==> src/rtl/redun_to_bin.sv <==
// redun_to_bin: converts a redundant-form Montgomery result (NUM_WRDS words of
// WRD_BITS+1 bits) to canonical binary one word per cycle, while in the same
// pass computing X-M so a single conditional subtraction can be selected at the end.
module redun_to_bin #(
    parameter int NUM_WRDS = 4,
    parameter int WRD_BITS = 16
) (
    input  logic                         i_clk,
    input  logic                         i_rst_n,
    input  logic [WRD_BITS:0]            i_dat [NUM_WRDS],
    input  logic [NUM_WRDS*WRD_BITS-1:0] i_mod,
    input  logic                         i_val,
    output logic                         o_rdy,
    output logic [NUM_WRDS*WRD_BITS-1:0] o_dat,
    output logic                         o_val,
    input  logic                         i_rdy,
    output logic                         o_overflow
);

    localparam int N  = NUM_WRDS * WRD_BITS;
    localparam int KW = (NUM_WRDS > 1) ? $clog2(NUM_WRDS) : 1;

    typedef enum logic [1:0] {IDLE, PROP, SEL, OUT} state_t;

    state_t              state, state_nxt;
    logic [WRD_BITS:0]   dat_sr [NUM_WRDS];  // word 0 always at index 0
    logic [N-1:0]        mod_sr;             // modulus word k always in the low word
    logic [N-1:0]        bin_sr;             // binary words shifted in from the top
    logic [N-1:0]        dif_sr;             // bin - M words shifted in from the top
    logic [1:0]          c;                  // carry chain, 0..2
    logic                b;                  // borrow chain
    logic [KW-1:0]       k;
    logic                accept, hs, last;
    logic [WRD_BITS+1:0] s;
    logic [WRD_BITS:0]   d;
    logic [WRD_BITS-1:0] bin_w, dif_w;

    assign accept = (state == IDLE) && i_val && o_rdy;
    assign hs     = (state == OUT) && o_val && i_rdy;
    assign last   = (k == KW'(NUM_WRDS - 1));

    // One word of both chains: the subtract consumes the freshly formed binary word.
    assign s     = {1'b0, dat_sr[0]} + {{WRD_BITS{1'b0}}, c};
    assign bin_w = s[WRD_BITS-1:0];
    assign d     = {1'b0, bin_w} - {1'b0, mod_sr[WRD_BITS-1:0]} - {{WRD_BITS{1'b0}}, b};
    assign dif_w = d[WRD_BITS-1:0];

    // State register.
    always_ff @(posedge i_clk) begin
        if (!i_rst_n) state <= IDLE;
        else          state <= state_nxt;
    end

    // Next-state logic.
    always_comb begin
        state_nxt = state;
        case (state)
            IDLE:    if (accept) state_nxt = PROP;
            PROP:    if (last)   state_nxt = SEL;
            SEL:                 state_nxt = OUT;
            OUT:     if (hs)     state_nxt = IDLE;
            default:             state_nxt = IDLE;
        endcase
    end

    // Datapath, chains and output registers.
    always_ff @(posedge i_clk) begin
        if (!i_rst_n) begin
            o_rdy      <= 1'b0;
            o_val      <= 1'b0;
            o_dat      <= '0;
            o_overflow <= 1'b0;
            k          <= '0;
            c          <= '0;
            b          <= 1'b0;
            mod_sr     <= '0;
            bin_sr     <= '0;
            dif_sr     <= '0;
            for (int i = 0; i < NUM_WRDS; i++) dat_sr[i] <= '0;
        end else begin
            case (state)
                IDLE: begin
                    o_rdy <= 1'b1;
                    if (accept) begin
                        o_rdy  <= 1'b0;
                        dat_sr <= i_dat;
                        mod_sr <= i_mod;
                        c      <= '0;
                        b      <= 1'b0;
                        k      <= '0;
                    end
                end
                PROP: begin
                    for (int i = 0; i < NUM_WRDS - 1; i++) dat_sr[i] <= dat_sr[i+1];
                    dat_sr[NUM_WRDS-1] <= '0;
                    mod_sr <= mod_sr >> WRD_BITS;
                    bin_sr <= {bin_w, bin_sr[N-1:WRD_BITS]};
                    dif_sr <= {dif_w, dif_sr[N-1:WRD_BITS]};
                    c      <= s[WRD_BITS+1:WRD_BITS];
                    b      <= d[WRD_BITS];
                    k      <= k + 1'b1;
                end
                SEL: begin
                    o_val <= 1'b1;
                    // ct - b < 0 means X < M: keep the plain binary value.
                    if (c < {1'b0, b}) begin
                        o_dat      <= bin_sr;
                        o_overflow <= (c != 2'd0);
                    end else begin
                        o_dat      <= dif_sr;
                        o_overflow <= (c != {1'b0, b});
                    end
                end
                OUT: begin
                    if (hs) begin
                        o_val <= 1'b0;
                        o_rdy <= 1'b1;
                    end
                end
                default: ;
            endcase
        end
    end

endmodule

==> config.mk <==
export PLATFORM = sky130hd
export DESIGN_NAME = redun_to_bin
export DESIGN_NICKNAME = d
export VERILOG_FILES = /design/src/rtl/redun_to_bin.sv
export SDC_FILE = /design/constraint.sdc
export NUM_CORES = 1
export LEC_CHECK = 0
export ABC_AREA = 1
export ABC_CLOCK_PERIOD_IN_PS = 3100
export CAP_MARGIN = 10
export CORE_UTILIZATION = 50
export CTS_CLUSTER_DIAMETER = 50
export DETAILED_ROUTE_END_ITERATION = 6
export PLACE_DENSITY = 0.77
export SYNTH_ARGS = -nofsm -noshare
export SYNTH_HDL_FRONTEND = slang
export SYNTH_SLANG_ARGS = --single-unit
==> constraint.sdc <==
create_clock -name i_clk -period 3.1 [get_ports i_clk]
set_clock_uncertainty 0.2 [all_clocks]
set_input_delay 0.31 -clock i_clk [delete_from_list [all_inputs] [get_ports i_clk]]
set_output_delay 0.31 -clock i_clk [all_outputs]
set_load 0.005 [all_outputs]
==> results.md, run 1 <==
* Largest net degree at the start of global routing at approximately 280
* Port Buffers at slightly above 200
* Critical Path, Cell by Cell: ha_4 > fa_2 > nand3_2 > nor2_4 > nand2_4 > nor2_4 > nand2_1 > xor2_2 > inv_1 > ha_1 > inv_2 > ha_4 > a21oi_4 > o21ai_1 > nor2_1 > nand2_1 > nand2_1 > nand3_1 > nand2_1 > inv_1
* Starting density of the core at 0.5095
* FF-to-FF setup slack at -0.07 ns
* Crit path top cell by count: nand2_1
* Worst-Margin Slew at 1.172 ns
* Status: finished with violations
* Gate power share at 0.432
* Drt via density at between 5 and 6
* # clock sinks at 334
* CTS hold repair buffers at 0
* Clock-pin slew on the worst setup and hold paths at roughly 0.06 ns
* Hold slack at between 0.15 and 0.2 ns
* Leakage at between 8 and 9 nW
* Sequential element share of the synthesized area at 0.4560
* Arr. time, crit path at 3.39 ns
* Final Hold Fails at 0
* Longest Clk Path Bufs at 3
* Crit end category: register
* DRC violations left at 0
* Rel. slew slack at 0.2185
* H-tree depth at 2
* Final WL at approximately 40 mm
* Post-Route Setup TNS at -0.1886 ns
* Core ar. at 28780 µm²
* Drt initial violations at 1200
* Clk_lat worst skew at 0.53 ns
* Min-delay worst type: primary input to register
* Wire per inst at approximately 16 µm
* Root buf cell: clkbuf_16
* Worst-path fanout max at 4
* P_int at 12.09 mW
* Period minus WS final at around 3.2 ns
* CP Data Required Time at 3.32 ns
* Syn Inst Count at around 2000
* Yosys Warn Count at 0
* CTS tree: built
* I/O pin count at about 200
* Sequential share of power at 0.344
* Syn nets at around 2200
* Final WS setup at -0.06577 ns
* Yosys reg bits at roughly 330
* Vias in the first global route at ~13000
* Reported net switching power at roughly 8 mW
* CP Launch Type: register
* # diodes at 0
* Horiz. Die Dim at 173.2 µm
* Crit path max-delay family: simple AND/OR/NAND/NOR gates
* Distinct cells, synth at 34
* Final Max Slew Viols at 0
* Fraction of layout cells with a size suffix above 1 at 0.09765
* DR pass1 iterations at 6
* WP buf/inv at 3
* Via count at ~14000
* Max frequency at about 0.32 GHz
* PwrDens at ~1100 nW/µm²
* ANT nets after route at 0
* Total GRT Usage at 0.2666
* Pwr Total at 20.07 mW
* FP Rows at 62
* Final setup violation count at 5
* Dpl cell area at ~17000 µm²
* Num CTS Buffers at 39
* Maximum vdd ir drop at between 600 and 700 µV
* Die Y-Extent at between 150 and 200 µm
* Syn Area/Cell at 7.234 µm²
* Initial antenna violation count at 1
* Grt total ovfl at 0
* Layout area overhead at 28.63%
* Clock power share at 0.224
* CP peak stage delay at between 0.3 and 0.4 ns
* # nets final at around 2400
* Slowest CP cell: dfxtp_2
* Max_cap viols at 0
* RSZ-0062 raised after global routing: true
* Sw Share at 0.3977
* Die area at about 30000 µm²
* Period utilisation layout at 1.021
* Fin area at 18860 µm²
* Synthesized area at approximately 15000 µm²
* Violated checks: setup timing
* CP Class: register to register
* Global-route wire length before repair at 65.37 mm
* Post-DP HPWL at between 20 and 30 mm
* GP Congestion at ~0.85
synthesized netlist by cell type:
cell / count / area share
nand2_1: 463 / 0.12
dfxtp_1: 334 / 0.46
nor2_1: 231 / 0.059
o21ai_0: 227 / 0.077
inv_1: 184 / 0.047
nand3_1: 118 / 0.040
clkbuf_1: 101 / 0.026
a31oi_1: 100 / 0.043
o211ai_1: 71 / 0.036
a21oi_1: 69 / 0.024
buf_2: 40 / 0.014
ha_1: 36 / 0.031
xor2_1: 13 / 0.0078
nand4_1: 6 / 0.0026
buf_1: 5 / 0.0013
fa_1: 3 / 0.0041
nor3_1: 3 / 0.0010
xnor2_1: 3 / 0.0018
a21o_1: 2 / 0.0010
nand3b_1: 2 / 0.0010
nor2_2: 2 / 0.00085
nor2_4: 2 / 0.0015
a211oi_1: 1 / 0.00051
a21oi_2: 1 / 0.00060
a221oi_1: 1 / 0.00060
clkinv_1: 1 / 0.00026
inv_2: 1 / 0.00026
nand2_2: 1 / 0.00043
nand3_2: 1 / 0.00068
nor4_1: 1 / 0.00043
o21bai_1: 1 / 0.00051
o221ai_1: 1 / 0.00060
or2_1: 1 / 0.00043
or2_2: 1 / 0.00043
routing by layer:
metal	track usage	part of all wire
met1	0.3599	0.44
met2	0.4321	0.46
met3	0.05022	0.067
met4	0.08149	0.028
met5	0	0.00032
power groups by stage:
| stage | combinational [mW] | sequential, mW | clock, mW |
|---|---|---|---|
| 2_1_floorplan | 5.14 | 6.59 | 0 |
| 5_1_grt | 9.67 | 7.08 | 4.75 |
| 4_1_cts | 8.16 | 6.88 | 4.56 |
| 6_report | 8.67 | 6.90 | 4.50 |
| 3_5_place_dp | 7.70 | 6.94 | 0 |
| 3_3_place_gp | 7.57 | 6.90 | 0 |
path summary, 6_finish.rpt:
kind | cells after the start | end | start
min | 3 | dat_sr[27] | i_dat[27]
max | 20 | dif_sr[61] | c[0]
min reg2reg | 2 | mod_sr[48] | mod_sr[48]
max reg2reg | 20 | dif_sr[61] | c[0]
layout by cell type, fill, tap and decap left out, drive strengths merged:
cell type	netlist	final
a21oi	70	70
a211oi	1	1
or2	2	2
nor4	1	1
ha	36	36
o21ai	227	227
o21bai	1	1
a21o	2	2
clkbuf	101	49
a31oi	100	100
o221ai	1	1
nand2	464	464
inv	185	190
nand3	119	119
buf	45	64
nor2	235	235
clkdlybuf4s50	0	201
xor2	13	13
dfxtp	334	334
fa	3	3
clkinv	1	8
o211ai	71	71
nand4	6	6
clkinvlp	0	2
nand3b	2	2
bufinv	0	3
xnor2	3	3
nor3	3	3
a221oi	1	1
worst register-to-register path: cells and delay by family, from the launching register on:
kind	cells	cell delay, ns
xor+xnor	1	0.20
simple gates	10	0.99
buf+inv	3	0.15
compound gates	2	0.25
fa+ha+maj	4	0.91
flops	1	0.35
flip-flops by register name (all words and copies together) (netlist names), 2 cells and up:
name    count
bin_sr     64
c           2
dat_sr     68
dif_sr     64
k           2
mod_sr     64
o_dat      64
state       2
kinds of logic after synthesis:
logic type                 count (synthesis)  share of synthesized area
DFF                                      334                     0.4560
AOI/OAI and AO/OA                        474                     0.1839
xor gates and xnor gates                  16                   0.009558
buffers and inverters                    332                    0.08840
and+or+nand+nor                          832                     0.2273
adders and majority gates                 39                    0.03482
layout make-up:
class	instances	area, µm²
Tap cell	384	480.5
Timing Repair Buffer	265	2554
Sequential cell	334	6694
Clock inverter	17	205.2
Fill cell	2424	9920
Multi-Input combinational cell	1361	7171
Clock buffer	49	1054
Inverter	186	703.2
through the flow:
| step | worst slack [ns] | std cells | utilization |
|---|---|---|---|
| 6_report | -0.06577 | 2596 | 0.6553 |
| 5_1_grt | -0.2546 | 2596 | 0.6553 |
| 4_1_cts | -0.06020 | 2593 | 0.6467 |
| 3_5_place_dp | -0.2767 | 2525 | 0.5941 |
| 3_3_place_gp | -0.1878 | 2525 | 0.5941 |
| 2_1_floorplan | 0.006705 | 2027 | - |
repair_timing:
item	in CTS	in global routing
endpoints found under the setup margin	12	11
cloned	0	0
buffers inserted	2	3
endpoints found under the hold margin	0	0
resized for setup	39	60
pin swaps	10	25
(Power assumes the default switching activity.)
==> run 2, diff against run 1 <==
- REMOVE_ABC_BUFFERS: unset -> 1
==> run 2 against run 1 <==
Against the previous run: the flow still finishes with violations (setup timing); critical path depth increased by 2; wire length decreased by 12%; cell count about the same; final area decreased by 0.58%; first-iteration DRC count decreased by 6.6%; non-clock buffer count decreased by 1; utilization decreased by 0.38 points; total power decreased by 2.7%; sequential share of layout area increased by 0.20 points; critical endpoint is now dif_sr[62].
==> results.md, run 2 (synthesized netlist as in run 1, its figures left out) <==
* Post-DP HPWL at 21.62 mm (was 27.13 mm)
* Num CTS Buffers at 37 (was 39)
* Worst r2r dst: dif_sr[62] (was dif_sr[61])
* CTS hold repair buffers at 0 (unchanged)
* Maximum vdd ir drop at 812.2 µV (was 635.9 µV)
* Period minus WS final at 3.159 ns (was 3.166 ns)
* DRC violations left at 0 (unchanged)
* Wire per inst at 13.81 µm (was 15.74 µm)
* ANT nets after route at 0 (unchanged)
* Initial antenna violation count at 1 (unchanged)
* I/O pin count at 203 (unchanged)
* WHS Endpoint: dat_sr[52] (was dat_sr[27])
* Horiz. Die Dim at 173.2 µm (unchanged)
* CTS tree: built (unchanged)
* # nets final at 2359 (was 2362)
* Crit end category: register (unchanged)
* Status: finished with violations (unchanged)
* Clock-pin slew on the worst setup and hold paths at 0.06 ns (about the same)
* Min-delay worst type: primary input to register (unchanged)
* Worst-Margin Slew at 1.096 ns (was 1.172 ns)
* Dpl cell area at 17030 µm² (was 17100 µm²)
* Port Buffers at 202 (unchanged)
* Placed Cells at 2513 (was 2525)
* Final WL at 35.84 mm (was 40.87 mm)
* Hold Crit Start: i_rst_n (was i_dat[27])
* Vias in the first global route at 12450 (was 12780)
* Final setup violation count at 1 (was 5)
* Final Hold Fails at 0 (unchanged)
* Max_cap viols at 0 (unchanged)
* Violated checks: setup timing (unchanged)
* Hold slack at 0.06915 ns (was 0.1569 ns)
* Longest Clk Path Bufs at 3 (unchanged)
* Pwr Total at 19.52 mW (was 20.07 mW)
* FP Rows at 62 (unchanged)
* CP Launch Type: register (unchanged)
* Drt via density at 5.214 (was 5.341)
* Layout area overhead at 27.88% (was 28.63%)
* Rel. slew slack at 0.2684 (was 0.2185)
* Worst-path fanout max at 3 (was 4)
* CP Data Required Time at 3.31 ns (was 3.32 ns)
* Die Y-Extent at 173.2 µm (unchanged)
* Leakage at 8.070 nW (was 8.120 nW)
* Grt total ovfl at 0 (unchanged)
* Dpl ws at -0.2238 ns (was -0.2767 ns)
* Hold depth at 3 (unchanged)
* Clk_lat worst skew at 0.51 ns (was 0.53 ns)
* DR pass1 iterations at 5 (was 6)
* R2r startpoint: c[1] (was c[0])
* Global-route wire length before repair at 59.66 mm (was 65.37 mm)
* Fin area at 18750 µm² (was 18860 µm²)
* RSZ-0062 raised after global routing: true (unchanged)
* Die area at 30010 µm² (unchanged)
* Starting density of the core at 0.5095 (unchanged)
* Final WS setup at -0.05890 ns (was -0.06577 ns)
* CP Class: register to register (unchanged)
* Total GRT Usage at 0.2330 (was 0.2666)
* Max frequency at 0.3166 GHz (was 0.3159 GHz)
* Biggest register: dat_sr (unchanged)
* GP Congestion at 0.8053 (was 0.8484)
* # clock sinks at 334 (unchanged)
* Period utilisation layout at 1.019 (was 1.021)
* Post-route insts no fill at 2594 (was 2596)
* Commonest cells after routing, fill and taps aside: 447 x nand2_1, 330 x dfxtp_1, 228 x nor2_1 (was 447 x nand2_1, 330 x dfxtp_1, 227 x nor2_1)
* Worst r2r path cells at 22 (was 20)
* Core ar. at 28780 µm² (unchanged)
* Fraction of layout cells with a size suffix above 1 at 0.09325 (was 0.09765)
* Number of flip-flops in the largest register at 68 (unchanged)
* PwrDens at 1041 nW/µm² (was 1064 nW/µm²)
* Via count at 13530 (was 13870)
* Largest net degree at the start of global routing at 251 (was 279)
* Final Max Slew Viols at 0 (unchanged)
* FF-to-FF setup slack at -0.06 ns (was -0.07 ns)
* Drt initial violations at 1121 (was 1200)
* Root buf cell: clkbuf_16 (unchanged)
* Arr. time, crit path at 3.37 ns (was 3.39 ns)
* Commonest non-fill, non-tap cell in the layout: nand2_1 (unchanged)
* H-tree depth at 2 (unchanged)
* Fillers at 2462 (was 2424)
[run 2: cell types whose count changed in the layout (fill, tap and decap cells not counted), moves of 3 or more]
| cell | delta |
|---|---|
| buf_4 | -3 |
| clkbuf_8 | +3 |
| nand3_2 | -3 |
| inv_2 | +4 |
| ha_1 | +3 |
| ha_4 | -3 |
| inv_6 | -3 |
| inv_1 | -3 |
[run 2: per-stage QoR]
step                      setup TNS (ns)  utilization
after detailed placement          -1.536       0.5917
final                           -0.05890       0.6515
after global placement           -0.6119       0.5917
after global routing              -1.136       0.6515
after CTS                       -0.04778       0.6429
after floorplan                 -2021.85            -
[run 2: how the worst max path moves through the flow]
stage | from | end | slack, ns | depth (start not counted)
after floorplan | state[1] | b | -11.64 | 7
after detailed placement | c[0] | dif_sr[61] | -0.22 | 20
after global routing | c[1] | dif_sr[62] | -0.26 | 22
final | c[1] | dif_sr[62] | -0.06 | 22
after global placement | c[0] | dif_sr[61] | -0.15 | 20
after CTS | dat_sr[51] | dif_sr[63] | -0.02 | 22
[run 2: power by group]
group | switching [mW] | internal, mW | total (mW)
sequential | 0.942 | 5.81 | 6.75
clock | 1.69 | 2.56 | 4.25
combinational | 4.93 | 3.59 | 8.52
[run 2: repair_timing]
item                       4_1_cts  5_1_grt
pin swaps                       23       32
setup endpoints to repair       10       12
buffers inserted                10        6
resized for setup               41       50
[run 2: area by class of cell]
class                   instances  area, µm²  share of cell area
inverters                     186      705.7             0.03764
multi-input cells            1361       7109              0.3792
clock buffers                  54       1102             0.05879
repair buffers                264       2562              0.1367
flip-flops and latches        334       6691              0.3569
clock inverters                10      96.34            0.005138
diodes                          1      2.502           0.0001335
well taps                     384      480.5             0.02562
[run 2: critical path, stage by stage (launching register included)]
cell	delay, ns
dfxtp_2	0.34
ha_1	0.28
nand3_1	0.10
nand2_2	0.13
nand3_2	0.08
buf_4	0.16
nor2_4	0.10
nand2_1	0.06
nand2_1	0.06
nand2_1	0.11
inv_1	0.10
ha_1	0.22
inv_1	0.10
ha_4	0.22
nand2_1	0.06
nand2_1	0.07
o21bai_1	0.15
a21oi_1	0.15
nand2_1	0.07
nand2_1	0.06
nand3_1	0.07
nand2_1	0.11
inv_1	0.04
[run 2: layer usage]
metal | share of wire | global-route usage | vias up
met2 | 0.48 | 0.3869 | 349
met4 | 0.020 | 0.06010 | 0
met3 | 0.052 | 0.04167 | 53
li1 | - | - | 6966
met5 | 0 | 0 | -
met1 | 0.45 | 0.3125 | 6158
